File: config.mk
export PLATFORM = sky130hd
export DESIGN_NAME = tile_fb_controller
export DESIGN_NICKNAME = d
export VERILOG_FILES = /design/src/rtl/tile_fb_controller.sv
export SDC_FILE = /design/constraint.sdc
export NUM_CORES = 1
export LEC_CHECK = 0
export CORE_MARGIN = 2
export CORE_UTILIZATION = 40
export DETAILED_ROUTE_END_ITERATION = 10
export GPL_ROUTABILITY_DRIVEN = 0
export PLACE_DENSITY = 0.8
export RECOVER_POWER = 25
export SLEW_MARGIN = 15
export SYNTH_ARGS = -nofsm -noshare
export SYNTH_HDL_FRONTEND = slang
export SYNTH_SLANG_ARGS = --single-unit
File: constraint.sdc
create_clock -name clk -period 1.9 [get_ports clk]
set_input_delay 0.19 -clock clk [delete_from_list [all_inputs] [get_ports clk]]
set_output_delay 0.19 -clock clk [all_outputs]
set_load 0.1 [all_outputs]
File: src/rtl/tile_fb_controller.sv
// Tile framebuffer controller: arbitrates the single-port tile RAM between
// display scan-out, a vblank-only clear engine and the game-logic writer.
module tile_fb_controller #(
  parameter int unsigned TILES  = 768,
  parameter int unsigned ADDR_W = 10,
  parameter int unsigned DATA_W = 8
) (
  input  logic              clk,
  input  logic              rst_n,
  input  logic              vblank,
  input  logic              disp_req,
  input  logic [ADDR_W-1:0] disp_addr,
  output logic              disp_gnt,
  output logic              disp_valid,
  output logic [DATA_W-1:0] disp_data,
  input  logic              wr_req,
  input  logic [ADDR_W-1:0] wr_addr,
  input  logic [DATA_W-1:0] wr_data,
  output logic              wr_gnt,
  output logic              wr_oob,
  input  logic              clr_start,
  input  logic [DATA_W-1:0] clr_color,
  output logic              clr_busy,
  output logic              clr_done,
  output logic              ram_en,
  output logic              ram_we,
  output logic [ADDR_W-1:0] ram_addr,
  output logic [DATA_W-1:0] ram_wdata,
  input  logic [DATA_W-1:0] ram_rdata
);

  typedef enum logic [1:0] {IDLE, WAIT_VB, RUN, DONE} clr_state_t;

  localparam logic [ADDR_W:0]   TILES_X = (ADDR_W+1)'(TILES);
  localparam logic [ADDR_W-1:0] LAST    = ADDR_W'(TILES - 1);

  clr_state_t        state, state_nxt;
  logic [ADDR_W-1:0] clr_cnt;
  logic [DATA_W-1:0] clr_col;
  logic              clr_use;
  logic              disp_bad, wr_bad;
  logic              rd_v1, rd_oob1;

  assign disp_bad = ({1'b0, disp_addr} >= TILES_X);
  assign wr_bad   = ({1'b0, wr_addr} >= TILES_X);

  // An out-of-range display read still wins the cycle; the RAM simply idles.
  always_comb begin
    disp_gnt  = disp_req;
    clr_use   = (state == RUN) && !disp_req;
    wr_gnt    = wr_req && !disp_req && !clr_use;
    wr_oob    = wr_gnt && wr_bad;
    ram_en    = 1'b0;
    ram_we    = 1'b0;
    ram_addr  = '0;
    ram_wdata = '0;
    if (disp_req) begin
      if (!disp_bad) begin
        ram_en   = 1'b1;
        ram_addr = disp_addr;
      end
    end else if (clr_use) begin
      ram_en    = 1'b1;
      ram_we    = 1'b1;
      ram_addr  = clr_cnt;
      ram_wdata = clr_col;
    end else if (wr_gnt && !wr_bad) begin
      ram_en    = 1'b1;
      ram_we    = 1'b1;
      ram_addr  = wr_addr;
      ram_wdata = wr_data;
    end
  end

  always_comb begin
    state_nxt = state;
    case (state)
      IDLE:    if (clr_start) state_nxt = WAIT_VB;
      WAIT_VB: if (vblank) state_nxt = RUN;
      RUN: begin
        if (clr_use && clr_cnt == LAST) state_nxt = DONE;
        else if (!vblank)               state_nxt = WAIT_VB;
      end
      DONE:    state_nxt = IDLE;
      default: state_nxt = IDLE;
    endcase
  end

  assign clr_busy = (state != IDLE);
  assign clr_done = (state == DONE);

  always_ff @(posedge clk or negedge rst_n) begin
    if (!rst_n) begin
      state   <= IDLE;
      clr_cnt <= '0;
      clr_col <= '0;
    end else begin
      state <= state_nxt;
      if (state == IDLE && clr_start) begin
        clr_col <= clr_color;
        clr_cnt <= '0;
      end else if (clr_use && clr_cnt != LAST) begin
        clr_cnt <= clr_cnt + ADDR_W'(1);
      end
    end
  end

  // Two-stage read pipeline: RAM output lands in stage 1, registered in stage 2.
  always_ff @(posedge clk or negedge rst_n) begin
    if (!rst_n) begin
      rd_v1      <= 1'b0;
      rd_oob1    <= 1'b0;
      disp_valid <= 1'b0;
      disp_data  <= '0;
    end else begin
      rd_v1      <= disp_req;
      rd_oob1    <= disp_req && disp_bad;
      disp_valid <= rd_v1;
      disp_data  <= (rd_v1 && !rd_oob1) ? ram_rdata : '0;
    end
  end

endmodule
==> impl_metrics.json <==
{
  "status": "complete, no violations",
  "synthAdderAreaFrac_pct": 0.745,
  "async_reset_ff_share_pct": 100,
  "vias_per_cell": 5.44,
  "p_per_area_nw_per_um2": 1060,
  "synth-seq-cells": 31,
  "vias": 1691,
  "seq_area_frac_synth_pct": 46.2,
  "r2r_setup_slack_ns": 0.15,
  "grt_max_degree": 32,
  "clkSinkCount": 31,
  "final_max_slew_viol_count": 0,
  "finalClockSkew_ns": 0.00681,
  "final_cell_mix": "clkdlybuf4s50_1, dfrtp_1, buf_4, buf_12",
  "path_class": "reg -> out",
  "ys.warnings.count": 0,
  "antennaDiodeCount": 0,
  "avgSynthCellArea_sq_um": 10.9,
  "ios": 84,
  "whs_endpoint": "rd_v1",
  "cts_max_level": 2,
  "synth-simple-area-share_pct": 19.4,
  "post-dp-hpwl_microns": 3650,
  "r2r_start": "state[0]",
  "rsz0062_at_grt": "true",
  "maxCapViolCount": 0,
  "syn-instance-count": 154,
  "core-area_sq_um": 4030,
  "synth_edf_count": 0,
  "r2r_end": "clr_cnt[5]",
  "drtIter0Drc": 72,
  "finalHoldWorstSlack_ns": 0.244,
  "port_buffers": 83,
  "cp_max_fo": 8,
  "worstMarginPinSlew_ns": 0.784,
  "num_rows": 23,
  "min-delay-start": "disp_req",
  "nets": 312,
  "cp-start-kind": "register",
  "drc": 0,
  "cts-root-buf": "clkbuf_8",
  "grt_overflow": 0,
  "gr-usage-all-layers_pct": 24.3,
  "path_clk_slew_ns": 0.07,
  "fillers": 245,
  "cp-end-kind": "output port",
  "routed_wirelength_microns": 5670,
  "start_util_pct": 41.7,
  "firstDrtPassIters": 4,
  "die_area_sq_um": 4740,
  "synth_xor_area_share_pct": 2.61,
  "p_leak_nw": 1.46,
  "vdd_drop_max_mv": 0.739,
  "grt_pass1_wl_microns": 8090,
  "dieHeight_microns": 68.8,
  "syn_nets": 205,
  "fp.dieW_microns": 68.8,
  "synthMuxAreaShare_pct": 5.36,
  "r2r_cells": 5,
  "cp_slowest_cell": "dfrtp_1",
  "hold_viol_final": 0,
  "area_growth_pct": 88.8,
  "min_period_ns": 1.87,
  "synth_top_flop_cell": "dfrtp_1",
  "ys_types": 42,
  "layout-drive-gt1-share_pct": 41.0,
  "synth_top_family_by_area": "compound AO/OA/AOI/OAI gates",
  "ant_nets": 0,
  "worstPathArrival_ns": 1.68,
  "hold_class": "in -> reg",
  "cts_max_path_buffers": 2,
  "cts_tree": "yes",
  "setup_viol": 0,
  "min_path_cells": 1,
  "numCtsBuffers": 5,
  "finalCritPeriodShare_pct": 98.5,
  "grt_antenna_before_repair": 0,
  "path_cells": "inv_2 -> o21ai_4 -> nor3b_4 -> buf_6 -> a22o_4 -> buf_12",
  "clk_latency_ns": 0.29,
  "syn_area_sq_um": 1680,
  "synth_compound_area_share_pct": 21.3,
  "fin_setup_tns_ns": 0,
  "wl_per_cell_microns": 18.2,
  "required_ns": 1.71,
  "critPathMaxStageDelay_ns": 0.41,
  "mostFrequentLayoutCell": "clkdlybuf4s50_1",
  "max_freq_mhz": 534,
  "grt_pass1_vias": 1634,
  "max-slew-margin-rel_pct": 47.7
}
## metal layers
| metal | GRT usage (%) | vias to the layer above | part of all wire, % |
|---|---|---|---|
| met2 | 41.0 | 87 | 50 |
| met1 | 27.5 | 808 | 39 |
| li1 | - | 779 | - |
| met4 | 10.8 | 0 | 3.1 |
| met3 | 8.93 | 17 | 8.8 |
| met5 | 0 | - | 0 |
## cells in the mapped netlist, drive strengths merged (2+ instances only)
cell	count	share of area, %
nor2b	2	0.89
xor2	3	1.6
a211oi	2	0.89
and2	9	3.4
inv	3	0.67
a21o	9	4.0
xnor2	2	1.0
nand2	6	1.3
o31ai	2	1.2
o21ai	4	1.4
a22o	15	7.8
or2	2	0.74
mux2	8	5.4
nor3b	3	2.7
a221o	2	1.2
nand4	2	0.74
a21boi	2	0.89
o211ai	2	0.89
and3	4	1.5
dfrtp	31	46
a21oi	6	1.8
buf	8	3.4
nor2	10	2.2
nor4	2	0.74
nand3	5	1.5
## how the worst max path moves through the flow
stage                         from      endpoint  slack, ns
after CTS                   wr_req  ram_wdata[4]     -0.007
final                     state[1]  ram_wdata[4]       0.03
after global routing      state[0]  ram_wdata[6]      -0.06
after global placement    disp_req    clr_cnt[5]      -0.08
after detailed placement  disp_req    clr_cnt[5]      -0.16
after floorplan           state[0]        ram_en      -0.02
## layout make-up
| type | count | area [sq um] | area share, % |
|---|---|---|---|
| multi-input cells | 111 | 941 | 29.7 |
| clock inverters | 1 | 5.00 | 0.158 |
| repair buffers | 109 | 1290 | 40.7 |
| well taps | 50 | 62.6 | 1.97 |
| inverters | 3 | 11.3 | 0.355 |
| flip-flops and latches | 31 | 777 | 24.5 |
| clock buffers | 6 | 82.6 | 2.60 |
## state kept, by name, indices dropped and copies added (netlist names)
| register | cells |
|---|---|
| rd_v1 | 1 |
| state | 2 |
| rd_oob1 | 1 |
| clr_col | 8 |
| disp_valid | 1 |
| disp_data | 8 |
| clr_cnt | 10 |
## critical path: cells and delay by family, from the launching register on
| kind | cells | cell delay (ns) |
|---|---|---|
| buffers and inverters | 3 | 0.46 |
| flip-flops | 1 | 0.41 |
| AO/OA/AOI/OAI | 2 | 0.24 |
| AND/OR/NAND/NOR | 1 | 0.27 |
## kinds of logic after synthesis
group           Yosys count
compound gates           46
xor+xnor                  5
fa+ha+maj                 1
buf+inv                  12
flops                    31
mux                       8
simple gates             51
## stage by stage
step	instances	util (%)	area (sq um)	setup slack (ns)	total power, mW
final	311	78.7	3170	0.0287	3.35
after global routing	311	78.7	3170	-0.0552	3.49
after CTS	305	75.9	3060	-0.00682	3.22
after detailed placement	296	72.7	2930	-0.157	2.67
after global placement	296	72.7	2930	-0.0825	2.64
after floorplan	154	-	1710	-0.0206	1.98
## what timing repair did
item	in CTS	in global routing
setup endpoints to repair	19	18
hold buffers	0	0
buffers inserted	2	6
endpoints found under the hold margin	0	0
gates resized for setup	8	12
pin swaps	1	10
## power by group
group	leakage (nW)	internal, mW	switching [mW]	total [mW]
clock	0.0470	0.284	0.249	0.533
sequential	0.397	0.800	0.139	0.939
combinational	1.01	0.804	1.08	1.88
(Power assumes the default switching activity.)
